--- src/rtl/rv_plic_core_pkg.sv ---
// Shared types and width helpers for the parametrised PLIC core.
// Contents:
//   gw_state_e   - per-source gateway state (IDLE / PEND / INSVC), 2 bits
//   calc_src_w   - width of a source ID for a given source count
//   calc_prio_w  - width of a priority value for a given maximum priority
package rv_plic_core_pkg;

    typedef enum logic [1:0] {
        IDLE  = 2'd0,
        PEND  = 2'd1,
        INSVC = 2'd2
    } gw_state_e;

    localparam int GwStateW = 2;

    // Never narrower than one bit, so degenerate counts still elaborate.
    function automatic int calc_src_w(input int num_src);
        return (num_src > 1) ? $clog2(num_src) : 1;
    endfunction

    function automatic int calc_prio_w(input int max_prio);
        return (max_prio > 0) ? $clog2(max_prio + 1) : 1;
    endfunction

endpackage

--- src/rtl/rv_plic_src_gateway.sv ---
// Per-source interrupt gateway: IDLE/PEND/INSVC state machine plus a
// one-deep edge latch for edge-mode sources.
// Ports:
//   i_clk, i_rst  - clock, asynchronous active-high reset
//   i_trig        - trigger (synchronised level, or registered rise in edge mode)
//   i_rise        - registered rising edge of the synchronised source
//   i_le          - mode: 0 level, 1 edge
//   i_claim       - granted claim of this source this cycle
//   i_complete    - complete of this source this cycle (any target)
//   o_ip          - pending (state == PEND), registered
module rv_plic_src_gateway
    import rv_plic_core_pkg::*;
(
    input  logic i_clk,
    input  logic i_rst,
    input  logic i_trig,
    input  logic i_rise,
    input  logic i_le,
    input  logic i_claim,
    input  logic i_complete,
    output logic o_ip
);

    gw_state_e r_state;
    logic      r_edge_lat;
    logic      r_ip;

    always_ff @(posedge i_clk or posedge i_rst) begin
        if (i_rst) begin
            r_state    <= IDLE;
            r_edge_lat <= 1'b0;
            r_ip       <= 1'b0;
        end else begin
            case (r_state)
                IDLE: begin
                    if (i_trig) begin
                        r_state <= PEND;
                        r_ip    <= 1'b1;
                    end
                end
                PEND: begin
                    if (i_le && i_rise) r_edge_lat <= 1'b1;
                    if (i_claim) begin
                        r_state <= INSVC;
                        r_ip    <= 1'b0;
                    end
                end
                INSVC: begin
                    if (i_complete) begin
                        if (i_le && r_edge_lat) begin
                            // Deliver the held edge; a rise in this very cycle
                            // becomes the next held edge.
                            r_state    <= PEND;
                            r_ip       <= 1'b1;
                            r_edge_lat <= i_rise;
                        end else begin
                            r_state    <= IDLE;
                            r_ip       <= 1'b0;
                            r_edge_lat <= 1'b0;
                        end
                    end else if (i_le && i_rise) begin
                        r_edge_lat <= 1'b1;
                    end
                end
                default: begin
                    r_state    <= IDLE;
                    r_ip       <= 1'b0;
                    r_edge_lat <= 1'b0;
                end
            endcase
            // Level mode never holds an edge; last assignment wins.
            if (!i_le) r_edge_lat <= 1'b0;
        end
    end

    assign o_ip = r_ip;

endmodule

--- src/rtl/rv_plic_core_param.sv ---
// Parametrised PLIC core: source synchroniser, edge detection, per-source
// gateways, claim/complete routing and per-target priority arbitration.
// Ports:
//   clk_i, rst_i   - clock, asynchronous active-high reset
//   src_i          - raw interrupt sources (bit 0 ignored)
//   le_i           - per-source mode (0 level, 1 edge)
//   prio_i         - per-source priority, PrioW bits each
//   ie_i           - per-target enable masks, NumSrc bits each
//   threshold_i    - per-target threshold, PrioW bits each
//   claim_i        - per-target claim strobe
//   claim_id_o     - per-target granted ID this cycle (combinational)
//   complete_i     - per-target complete strobe
//   complete_id_i  - per-target ID being completed
//   ip_o           - pending bits
//   irq_o          - per-target interrupt request (registered)
//   irq_id_o       - per-target best pending ID (registered)
module rv_plic_core_param
    import rv_plic_core_pkg::*;
#(
    parameter int NumSrc     = 32,
    parameter int NumTarget  = 2,
    parameter int MaxPrio    = 7,
    parameter int SyncStages = 2,
    localparam int SrcW      = calc_src_w(NumSrc),
    localparam int PrioW     = calc_prio_w(MaxPrio)
) (
    input  logic                        clk_i,
    input  logic                        rst_i,
    input  logic [NumSrc-1:0]           src_i,
    input  logic [NumSrc-1:0]           le_i,
    input  logic [NumSrc*PrioW-1:0]     prio_i,
    input  logic [NumTarget*NumSrc-1:0] ie_i,
    input  logic [NumTarget*PrioW-1:0]  threshold_i,
    input  logic [NumTarget-1:0]        claim_i,
    output logic [NumTarget*SrcW-1:0]   claim_id_o,
    input  logic [NumTarget-1:0]        complete_i,
    input  logic [NumTarget*SrcW-1:0]   complete_id_i,
    output logic [NumSrc-1:0]           ip_o,
    output logic [NumTarget-1:0]        irq_o,
    output logic [NumTarget*SrcW-1:0]   irq_id_o
);

    logic [NumSrc-1:0]          w_s;
    logic [NumSrc-1:0]          r_s_q;
    logic [NumSrc-1:0]          r_rise;
    logic [NumSrc-1:0]          w_trig;
    logic [NumSrc-1:0]          w_ip;
    logic [NumSrc-1:0]          w_claim_src;
    logic [NumSrc-1:0]          w_complete_src;
    logic [NumTarget-1:0]       w_grant;
    logic [NumTarget*SrcW-1:0]  w_best_id;
    logic [NumTarget*PrioW-1:0] w_best_prio;
    logic [NumTarget-1:0]       w_best_vld;
    logic [NumTarget*SrcW-1:0]  r_irq_id;
    logic [NumTarget-1:0]       r_irq;
    logic                       w_unused;

    generate
        if (SyncStages == 0) begin : g_nosync
            assign w_s = src_i;
        end else begin : g_sync
            logic [NumSrc-1:0] r_sync [SyncStages];
            always_ff @(posedge clk_i or posedge rst_i) begin
                if (rst_i) begin
                    for (int i = 0; i < SyncStages; i++) r_sync[i] <= '0;
                end else begin
                    r_sync[0] <= src_i;
                    for (int i = 1; i < SyncStages; i++) r_sync[i] <= r_sync[i-1];
                end
            end
            assign w_s = r_sync[SyncStages-1];
        end
    endgenerate

    // The rise is registered, which costs edge sources one extra cycle but
    // guarantees no rise in the first cycle after reset release.
    always_ff @(posedge clk_i or posedge rst_i) begin
        if (rst_i) begin
            r_s_q  <= '0;
            r_rise <= '0;
        end else begin
            r_s_q  <= w_s;
            r_rise <= w_s & ~r_s_q;
        end
    end

    assign w_trig = (le_i & r_rise) | (~le_i & w_s);

    // A claim is granted only while its ID is still pending (irq_id_o lags a
    // claim by a cycle); the lowest-index target wins a shared ID.
    always_comb begin
        w_grant     = '0;
        claim_id_o  = '0;
        w_claim_src = '0;
        for (int t = 0; t < NumTarget; t++) begin
            if (claim_i[t] && (r_irq_id[t*SrcW +: SrcW] != '0) &&
                w_ip[r_irq_id[t*SrcW +: SrcW]]) begin
                w_grant[t] = 1'b1;
                for (int u = 0; u < NumTarget; u++) begin
                    if ((u < t) && w_grant[u] &&
                        (r_irq_id[u*SrcW +: SrcW] == r_irq_id[t*SrcW +: SrcW]))
                        w_grant[t] = 1'b0;
                end
            end
            if (w_grant[t]) begin
                claim_id_o[t*SrcW +: SrcW]           = r_irq_id[t*SrcW +: SrcW];
                w_claim_src[r_irq_id[t*SrcW +: SrcW]] = 1'b1;
            end
        end
    end

    // IDs 0 and >= NumSrc match no gateway; duplicates across targets OR together.
    always_comb begin
        w_complete_src = '0;
        for (int t = 0; t < NumTarget; t++) begin
            for (int k = 1; k < NumSrc; k++) begin
                if (complete_i[t] && (complete_id_i[t*SrcW +: SrcW] == SrcW'(k)))
                    w_complete_src[k] = 1'b1;
            end
        end
    end

    assign w_ip[0] = 1'b0;

    generate
        for (genvar k = 1; k < NumSrc; k++) begin : g_gw
            rv_plic_src_gateway u_gw (
                .i_clk      (clk_i),
                .i_rst      (rst_i),
                .i_trig     (w_trig[k]),
                .i_rise     (r_rise[k]),
                .i_le       (le_i[k]),
                .i_claim    (w_claim_src[k]),
                .i_complete (w_complete_src[k]),
                .o_ip       (w_ip[k])
            );
        end
    endgenerate

    assign ip_o = w_ip;

    // Linear search; strict '>' keeps the lowest ID on ties and, with the
    // threshold compare, excludes priority 0. ip_o[0] is 0, so k=0 never wins.
    always_comb begin
        w_best_id   = '0;
        w_best_prio = '0;
        w_best_vld  = '0;
        for (int t = 0; t < NumTarget; t++) begin
            for (int k = 0; k < NumSrc; k++) begin
                if (w_ip[k] && ie_i[t*NumSrc + k] &&
                    (prio_i[k*PrioW +: PrioW] > threshold_i[t*PrioW +: PrioW]) &&
                    (prio_i[k*PrioW +: PrioW] > w_best_prio[t*PrioW +: PrioW])) begin
                    w_best_prio[t*PrioW +: PrioW] = prio_i[k*PrioW +: PrioW];
                    w_best_id[t*SrcW +: SrcW]     = SrcW'(k);
                    w_best_vld[t]                 = 1'b1;
                end
            end
        end
    end

    always_ff @(posedge clk_i or posedge rst_i) begin
        if (rst_i) begin
            r_irq    <= '0;
            r_irq_id <= '0;
        end else begin
            r_irq    <= w_best_vld;
            r_irq_id <= w_best_id;
        end
    end

    assign irq_o    = r_irq;
    assign irq_id_o = r_irq_id;

    // Source 0 has no gateway; its per-source signals terminate here.
    assign w_unused = w_trig[0] ^ w_claim_src[0] ^ w_complete_src[0];

endmodule
--- config.mk ---
export PLATFORM = sky130hd
export DESIGN_NAME = rv_plic_core_param
export DESIGN_NICKNAME = d
export VERILOG_FILES = /design/src/rtl/rv_plic_core_pkg.sv /design/src/rtl/rv_plic_src_gateway.sv /design/src/rtl/rv_plic_core_param.sv
export SDC_FILE = /design/constraint.sdc
export NUM_CORES = 1
export LEC_CHECK = 0
export CORE_ASPECT_RATIO = 1.75
export CORE_MARGIN = 4
export CORE_UTILIZATION = 30
export DETAILED_ROUTE_END_ITERATION = 10
export PLACE_DENSITY = 0.45
export SLEW_MARGIN = 20
export SYNTH_ARGS = -nofsm -noshare
export SYNTH_HDL_FRONTEND = slang
export SYNTH_HIERARCHICAL = 1
export SYNTH_SLANG_ARGS = --single-unit
export TNS_END_PERCENT = 30
--- constraint.sdc ---
create_clock -name clk_i -period 88.5 [get_ports clk_i]
set_clock_uncertainty 0.1 [all_clocks]
set_input_delay 17.7 -clock clk_i [delete_from_list [all_inputs] [get_ports clk_i]]
set_output_delay 17.7 -clock clk_i [all_outputs]
set_load 0.01 [all_outputs]
# ---- After elaboration in Yosys (flattened, before gate mapping)
# Cells that the tools add are included.
# Widths: inputs -> output; s select.
dict set report word_totals {
  regBits 264
  inputBits 246
  output_inout_bits 54
  elab_cells 1589
}
dict set report op_classes {
  order_cmp 127
  n_eq_ne 249
  muxes 726
  bitwise 7
  n_reduce_logical 381
}
# op n
set op_table {}
lappend op_table {{$mux 1} 412}
lappend op_table {{$gt 3x3->1} 122}
lappend op_table {{$logic_and 1x1->1} 317}
lappend op_table {{$mux 5} 62}
lappend op_table {{$mux 2} 93}
lappend op_table {{$ne 2x2->1 const B} 93}
lappend op_table {{$pmux 1 s3} 62}
lappend op_table {{$pmux 2 s3} 31}
lappend op_table {{$mux 3} 60}
lappend op_table {{$eq 5x5->1 const B} 32}
lappend op_table {{$and 32x32->32} 3}
lappend op_table {{$reduce_and 3->1} 31}
lappend op_table {{$eq 5x4->1 const B} 16}
lappend op_table {{$mux 32} 2}
lappend op_table {{$not 32->32} 2}
lappend op_table {{$or 32x32->32} 2}
lappend op_table {{$eq 2x1->1 const B} 31}
lappend op_table {{$eq 2x2->1 const B} 31}
lappend op_table {{$logic_not 2->1} 31}
lappend op_table {{$ne 2x1->1 const B} 31}
lappend op_table {{$eq 5x3->1 const B} 8}
lappend op_table {{$eq 5x2->1 const B} 4}
lappend op_table {{$lt 5x6->1 const B} 2}
lappend op_table {{$bmux 1 s5} 2}
lappend op_table {{6 further kinds} 10}

# ---- Longest topological paths before layout
# Gate-level depths: netlist of run 1.
dict set report depth {
  depth_word 94
  mapped_depth 219
  depth_no_buf 218
}

# ---- Modules after synthesis
# The synthesis of run 1 kept the hierarchy.
# module instances cells_per_inst area_per_inst_um2 seq_area_each_um2
set modules_own_cells {}
lappend modules_own_cells {rv_plic_core_param 1 2324 18457.7 3403.3}
lappend modules_own_cells {rv_plic_src_gateway 31 27 267.8 100.1}

# ---- Least setup slack after synthesis of run 1
# OpenSTA, ideal clock, no wires.
dict set report synth_timing {
  path_type {input to register}
  startpoint {input threshold_i[5]}
  endpoint {register r_irq[1], in the netlist irq_o[1]}
  setup_time_ps 131
  arrival_time_ps 56516
  required_time_ps 88269
  setup_slack_ps 31753
  stages 203
  path_buffers 0
  cell_sequence {inv_1 -> ha_1 -> and3_1 -> a211oi_4 -> nand2_1 -> ha_1 -> nand3b_1 -> a22oi_1 -> nand2_1 -> o21ai_0 -> ha_1 -> nor2_1 -> a31oi_1 -> o31ai_1 -> nand2_1 -> mux2_2 -> ha_1 -> nor2_1 -> [... 167 more ...] -> ha_1 -> nor2_1 -> o221a_2 -> o21ai_2 -> mux2i_1 -> ha_1 -> nand3_1 -> nand4_1 -> nor3_1 -> inv_1 -> mux2_2 -> ha_1 -> a21o_1 -> a21oi_1 -> nor3_1 -> nor3_1 -> nand4_1 -> or3_1}
}
dict set report synth_via {
  elab_chain_len 94
  elab_cells_between_ends 184
  cone_classes {order compare: 61; mux: 61; reduce/logical: 62}
}
# item line_no
set synth_lines {}
lappend synth_lines {{from (decl)} rv_plic_core_param.sv:33} ;# input logic [NumTarget*PrioW-1:0] threshold_i,
lappend synth_lines {{$gt 3x3->1} rv_plic_core_param.sv:151} ;# (prio_i[k*PrioW +: PrioW] > threshold_i[t*PrioW +: PrioW]) &&
lappend synth_lines {{$logic_and 1x1->1} rv_plic_core_param.sv:150} ;# if (w_ip[k] && ie_i[t*NumSrc + k] &&
lappend synth_lines {{$logic_and 1x1->1} rv_plic_core_param.sv:151}
lappend synth_lines {{$mux 3} rv_plic_core_param.sv:150}
lappend synth_lines {{$gt 3x3->1} rv_plic_core_param.sv:152} ;# (prio_i[k*PrioW +: PrioW] > w_best_prio[t*PrioW +: PrioW])) begin
lappend synth_lines {{$logic_and 1x1->1} rv_plic_core_param.sv:151}
lappend synth_lines {{$mux 3} rv_plic_core_param.sv:150}
lappend synth_lines {{$gt 3x3->1} rv_plic_core_param.sv:152}
lappend synth_lines {{[... 79 more ...]} --}
lappend synth_lines {{$mux 3} rv_plic_core_param.sv:150}
lappend synth_lines {{$gt 3x3->1} rv_plic_core_param.sv:152}
lappend synth_lines {{$logic_and 1x1->1} rv_plic_core_param.sv:151}
lappend synth_lines {{$mux 3} rv_plic_core_param.sv:150}
lappend synth_lines {{$gt 3x3->1} rv_plic_core_param.sv:152}
lappend synth_lines {{$logic_and 1x1->1} rv_plic_core_param.sv:151}
lappend synth_lines {{$mux 1 *} rv_plic_core_param.sv:150}
lappend synth_lines {{via w_best_vld[1]} rv_plic_core_param.sv:53} ;# logic [NumTarget-1:0] w_best_vld;
lappend synth_lines {{to (signal assigned)} rv_plic_core_param.sv:166} ;# r_irq <= w_best_vld;
lappend synth_lines {{to (decl)} rv_plic_core_param.sv:55} ;# logic [NumTarget-1:0] r_irq;
# The timed path passes the listed nets; every way through them passes the cells marked *.
# A chain may end at the register's enable or synchronous reset.

# ---- Final worst setup path of run 1
dict set report layout_timing {
  startpoint {input prio_i[5]}
  endpoint {register r_irq[1], in the netlist irq_o[1]}
}
dict set report layout_via {
  elab_chain_len 94
  elab_cells_between_ends 125
  cone_classes {order compare: 32; mux: 61; reduce/logical: 32}
}
# item line_no
set layout_lines {}
lappend layout_lines {{from (decl)} rv_plic_core_param.sv:31} ;# input logic [NumSrc*PrioW-1:0] prio_i,
lappend layout_lines {{$gt 3x3->1} rv_plic_core_param.sv:151}
lappend layout_lines {{$logic_and 1x1->1} rv_plic_core_param.sv:150}
lappend layout_lines {{$logic_and 1x1->1} rv_plic_core_param.sv:151}
lappend layout_lines {{$mux 3} rv_plic_core_param.sv:150}
lappend layout_lines {{$gt 3x3->1} rv_plic_core_param.sv:152}
lappend layout_lines {{$logic_and 1x1->1} rv_plic_core_param.sv:151}
lappend layout_lines {{$mux 3} rv_plic_core_param.sv:150}
lappend layout_lines {{$gt 3x3->1} rv_plic_core_param.sv:152}
lappend layout_lines {{[... 79 more ...]} --}
lappend layout_lines {{$mux 3} rv_plic_core_param.sv:150}
lappend layout_lines {{$gt 3x3->1} rv_plic_core_param.sv:152}
lappend layout_lines {{$logic_and 1x1->1} rv_plic_core_param.sv:151}
lappend layout_lines {{$mux 3} rv_plic_core_param.sv:150}
lappend layout_lines {{$gt 3x3->1} rv_plic_core_param.sv:152}
lappend layout_lines {{$logic_and 1x1->1} rv_plic_core_param.sv:151}
lappend layout_lines {{$mux 1 *} rv_plic_core_param.sv:150}
lappend layout_lines {{via w_best_vld[1]} rv_plic_core_param.sv:53}
# Marked as above.

==> results of run 1 <==
where the power goes:
part           internal (mW)  switching, mW  leakage (nW)  total (mW)
Clock                 0.0689         0.0532         0.450       0.122
Sequential             0.144         0.0471          3.20       0.192
Combinational          0.241          0.337          10.3       0.577
Total                  0.454          0.437          14.0       0.891
metrics by stage:
stage,power (mW),util
after floorplan,0.565,-
after global placement,0.770,0.353
after detailed placement,0.771,0.353
after CTS,0.899,0.363
after global routing,0.970,0.363
final,0.891,0.363
worst paths after layout:
path / start / end / slack, ns / cells after the start
min in group asynchronous: rst_i / g_gw[3].u_gw/r_state[1]$_DFFE_PP0P_ / 17.60 / 3
setup / recovery: prio_i[5] / irq_o[1]$_DFF_PP0_ / 24.59 / 205
max in group asynchronous: rst_i / g_sync.r_sync[44]$_DFF_PP0_ / 68.87 / 5
hold reg to reg: g_sync.r_sync[55]$_DFF_PP0_ / w_s[23]$_DFF_PP0_ / 0.24 / 0
hold / removal: g_sync.r_sync[55]$_DFF_PP0_ / w_s[23]$_DFF_PP0_ / 0.24 / 0
setup reg to reg: g_gw[1].u_gw/o_ip$_DFFE_PP0P_ / irq_o[1]$_DFF_PP0_ / 42.14 / 203
kinds of logic (layout without fill, tap and decap cells):
family / Yosys count / in the layout / synth area share
simple gates: 1161 / 1161 / 0.234
compound gates: 897 / 897 / 0.237
fa+ha+maj: 403 / 403 / 0.187
buf+inv: 325 / 643 / 0.0466
flops: 260 / 260 / 0.243
mux: 109 / 109 / 0.0505
xor+xnor: 5 / 5 / 0.00164
other cells: 1 / 9 / 0.000140
layout make-up:
| class | instances | area [um2] | area share |
|---|---|---|---|
| Clock buffer | 38 | 790 | 0.0246 |
| Timing Repair Buffer | 322 | 3140 | 0.0977 |
| Multi-Input combinational cell | 2576 | 19000 | 0.593 |
| Clock inverter | 13 | 140 | 0.00437 |
| Sequential cell | 260 | 6510 | 0.203 |
| Antenna cell | 8 | 20.0 | 0.000624 |
| Tap cell | 1168 | 1460 | 0.0456 |
| Inverter | 270 | 1020 | 0.0317 |
sequential cells by signal (all words and copies together) (netlist names):
name	flops
g_sync.r_sync	31
r_rise	31
g_gw.u_gw/o_ip	31
g_gw.u_gw/r_state	62
irq_o	2
irq_id_o	10
w_s	31
r_s_q	31
g_gw.u_gw/r_edge_lat	31
per-layer routing:
layer  part of all wire  routed length [um]
met1               0.39               40900
met2               0.53               55500
met3              0.044                4610
met4              0.030                3100
met5             0.0012                 122
worst register-to-register path, delay by kind of cell (launching register included):
kind	cells	cell delay [ns]
adder cells (fa/ha/maj)	40	11.80
AND/OR/NAND/NOR	72	13.05
flip-flops	1	0.60
AO/OA/AOI/OAI	72	15.87
multiplexers	11	3.84
buffers and inverters	8	0.92
cells in the mapped netlist, drive strengths merged, types with 33 or more instances:
library cell	n
ha	386
inv	270
dfrtp	260
nand2	243
nor2b	199
a21oi	179
nand3	148
nor2	147
o21ai	114
o22ai	109
nor3	94
and2	69
a31oi	67
a21o	59
mux2	57
nand4	56
nor3b	41
o221ai	40
clkbuf	39
a311oi	38
mux2i	38
o21a	36
or4	35
and3	33
==> metrics, run 1 <==
status finished, final reports clean; mapped cell area 0.0268 mm2; Seq cells post-synth 260; Placement Cell Area between 0.03 and 0.04 mm2; Worst Hold Slack between 0.2 and 0.25 ns; critical path required time ~89 ns; Max Clk Rate about 16 MHz; initial antenna violation count 18; Leak roughly 14 nW; Via density between 5 and 6; clock slew at reported path FFs around 0.07 ns; Resized cells post-CTS 0; Die Wd ~230 um; commonest non-fill, non-tap cells in the layout 386 x ha_1, 289 x clkdlybuf4s50_1, 267 x inv_1; Remaining DRCs 0; synth unique cells roughly 120; Post-synth top flop dfrtp_1; syn avg cell area approximately 8.5 um2; Worst Path Buf+Inv 9; CP startpoint kind input pin; delay-heaviest family, CP compound AO/OA/AOI/OAI gates; Tcrit/Tclk final 0.722; Detailed Place HPWL roughly 85000 um; Synth area leaders dfrtp_1 24%, ha_1 18%, nor2b_1 4.7%; most used cell, CP ha_1; grt peak-use layer met2; hold_buf cts 0; Overall Global Routing Usage 0.214; via count between 20000 and 30000; IO Port Bufs 291; Hold Path Class register to register; Slew HR 0.306; post-synth top area cell dfrtp_1; Worst-Skew Late Latency 0.58 ns; Global Route met1 Usage 0.239; GRT met3 Usage 0.0300; share of cells above drive strength 1 0.0684; non-filler instance count after layout approximately 4700; critical path's slowest cell nor4b_1; setup ws final around 25 ns; CP arrival approximately 64 ns; Mapped Cells between 3000 and 4000; leading cell type in the layout, fill and taps excluded ha_1; GR Util met2 0.414; VDD IR-drop max 0.0169 mV; post-synthesis async set-or-reset flop share 1.00; I/O pins 300; Avg WL per Cell 22.4 um; number of global-route vias before repair 26000; Largest stage delay, worst path ~0.9 ns; Final Hold Viols 0; Post-synth EDFFs 0; post-synth top area share 0.243; clock buffer depth 3; fin area 0.0321 mm2; first-pass GRT wire length between 150000 and 200000 um; Yosys warning count 6; final number of setup-violating endpoints 0; Starting Density 0.303; Iter 0 DRT Violations roughly 1300; proportion of synthesized chip area in sequential cells 0.243; drt pass-1 iters 6; Worst Path Max Fanout 8; RSZ-0062 raised after global routing no; RD Place Congestion 0.894; power per cell area approximately 28 mW/mm2; num rows 144; # placed instances about 4600; max-cap viol count 0; core box area between 0.08 and 0.09 mm2; CTS tree done; worst slew pin tran between 1 and 1.5 ns; Num CTS Buffers 28; critical path type input pin to register; nets@finish 4090; post-CTS setup buffer count 0; Routed Wire Length 104000 um; setup TNS 0 ns; die area roughly 0.094 mm2; height of the die roughly 400 um; grt total ovfl 0; CP Capture Type register; largest net degree at the start of global routing 53; pins over their slew limit 0; clock sinks 260; Routed Antenna Nets 0; # H-tree levels 1; fill cell count 9320; post-layout min period ~64 ns; Clock Tree Root clkbuf_16; Area growth syn-to-layout 19.9%; Post-Syn Nets between 3000 and 4000; Post-Place Setup Slack ~24 ns
Note: power is estimated with default switching activity, not from simulation.
==> run 2, diff against run 1 <==
Settings changed: PLACE_DENSITY 0.45 to 0.47.
Clock period 88.5 ns to 53.5 ns, I/O delays scaled along.
==> metrics, run 2 (synthesis results as in run 1) <==
status finished, final reports clean; Largest register FFs 62 (unchanged); via count 26000 (+1.7%); Remaining DRCs 0 (unchanged); commonest non-fill, non-tap cells in the layout 386 x ha_1, 286 x clkdlybuf4s50_1, 267 x inv_1; CP arrival 51.23 ns (-13.02 ns); die area 0.0942 mm2 (unchanged); Routed Antenna Nets 0 (unchanged); Largest stage delay, worst path 0.54 ns (-0.35 ns); # placed instances 4637 (+0.89%); CP startpoint kind input pin; post-layout min period ~51 ns; Tcrit/Tclk final 0.951; power per cell area 46.6 mW/mm2 (+68%); share of cells above drive strength 1 0.101 (+0.0329); Largest Register g_gw.u_gw/r_state; pins over their slew limit 0 (unchanged); Final Util 0.373 (+0.00916); first-pass GRT wire length 156000 um (+0.28%); clock slew at reported path FFs 0.07 ns (about the same); Iter 0 DRT Violations 1362 (+4.6%); critical path's slowest cell clkdlybuf4s50_1; Die Wd 234 um (unchanged); Overall Global Routing Usage 0.215 (+0.00120); Area growth syn-to-layout 22.9%; non-filler instance count after layout 4713 (+1.2%); initial antenna violation count 17 (-1); largest net degree at the start of global routing 73 (+38%); Routed Wire Length 105000 um (+1.0%); Worst Path Max Fanout 5 (-3); VDD IR-drop max 0.0262 mV (+55%); Clock Tree Root clkbuf_16; Avg WL per Cell 22.4 um (-0.24%); core box area 0.0883 mm2 (unchanged); final number of setup-violating endpoints 0 (unchanged); num rows 144 (unchanged); RD Place Congestion 0.912 (+2.0%); leading cell type in the layout, fill and taps excluded ha_1; Via density 5.51 (+0.50%); CTS tree done; critical path type input pin to register; Leak 14.4 nW (+2.8%); Detailed Place HPWL 86000 um (+1.3%); Final Hold Viols 0 (unchanged); Starting Density 0.303 (unchanged); worst slew pin tran 1.10 ns (+0.0746 ns); I/O pins 300 (unchanged); Slew HR 0.261 (-0.0450); number of global-route vias before repair 26000 (+0.12%); drt pass-1 iters 6 (unchanged); height of the die 403 um (unchanged); max-cap viol count 0 (unchanged); critical path required time 53.84 ns (-35.00 ns); Max Clk Rate 19.7 MHz; clock buffer depth 3 (unchanged); # H-tree levels 1 (unchanged); clock sinks 260 (unchanged); Num CTS Buffers 28 (unchanged); nets@finish 4145 (+1.3%); grt total ovfl 0 (unchanged); Worst-Skew Late Latency 0.57 ns (about the same); IO Port Bufs 291 (unchanged); CP Capture Type register; most used cell, CP ha_1; Hold Path Class register to register
run 2: cell types whose count changed in the layout (fill, tap and decap cells not counted), moves of 4 or more:
| cell | previous run | this run |
|---|---|---|
| a21oi_1 | 174 | 168 |
| a21oi_2 | 5 | 11 |
| o21ai_0 | 96 | 83 |
| nor2_2 | 0 | 8 |
| nor2_1 | 146 | 136 |
| buf_4 | 31 | 86 |
| nand2_1 | 241 | 237 |
| o21ai_2 | 2 | 7 |
| nand2_2 | 2 | 6 |
| o21ai_1 | 16 | 24 |
run 2: worst paths after layout:
path	start	to	slack [ns]	cells after the start
worst max-delay path	threshold_i[5]	irq_o[1]$_DFF_PP0_	2.62	211
worst min register to register	g_sync.r_sync[52]$_DFF_PP0_	w_s[20]$_DFF_PP0_	0.24	0
max in group asynchronous	rst_i	r_s_q[6]$_DFF_PP0_	41.37	4
worst max register to register	g_gw[1].u_gw/o_ip$_DFFE_PP0P_	irq_o[1]$_DFF_PP0_	12.90	208
min in group asynchronous	rst_i	g_gw[25].u_gw/r_state[1]$_DFFE_PP0P_	10.29	3
worst min-delay path	g_sync.r_sync[52]$_DFF_PP0_	w_s[20]$_DFF_PP0_	0.24	0
run 2: area by class of cell:
class,count,area [um2]
antenna,11,27.5
clock buffer,38,820
clock inverter,13,161
fill,9169,55400
inverter,270,1020
multi-input combinational,2576,19300
sequential,260,6510
tap,1168,1460
timing repair buffer,377,3550
run 2: stage by stage:
| step | area, um2 | setup WS [ns] | setup TNS (ns) | power, mW | hold slack [ns] |
|---|---|---|---|---|---|
| 6_report | 32900 | 2.62 | 0 | 1.53 | 0.244 |
| 3_5_place_dp | 31400 | -0.0445 | -0.0445 | 1.29 | 0.235 |
| 2_1_floorplan | 26800 | 3.75 | 0 | 0.935 | 0.231 |
| 3_3_place_gp | 31400 | 0.272 | 0 | 1.29 | 0.232 |
| 4_1_cts | 32400 | 0.431 | 0 | 1.51 | 0.249 |
| 5_1_grt | 32900 | -0.213 | -0.699 | 1.66 | 0.252 |
run 2: what timing repair did:
action,4_1_cts,5_1_grt
hold buffers,0,0
gates resized for setup,0,90
hold endpoints to repair,0,0
setup buffers,0,14
setup endpoints to repair,0,12
run 2: worst max-delay path: cells and delay by family:
family / cells / cell delay (ns)
compound gates: 72 / 11.85
fa+ha+maj: 41 / 12.18
buf+inv: 14 / 1.86
mux: 11 / 3.50
simple gates: 73 / 11.11
run 2: power breakdown:
group          total [mW]  internal [mW]  switching [mW]  leakage [nW]
Combinational        1.01          0.434           0.573          10.7
Clock               0.208          0.122          0.0858         0.484
Sequential          0.317          0.239          0.0779          3.20
run 2: per-layer routing:
layer,wire (um),global-route usage
met1,40300,0.239
met2,55300,0.411
met3,4990,0.0284
met4,4690,0.0784
met5,80,0
==> run 3, diff against run 2 <==
Settings changed: SLEW_MARGIN 20 to unset.
==> results of run 3 <==
The final DEF is identical to that of run 2; final timing and power are the same.
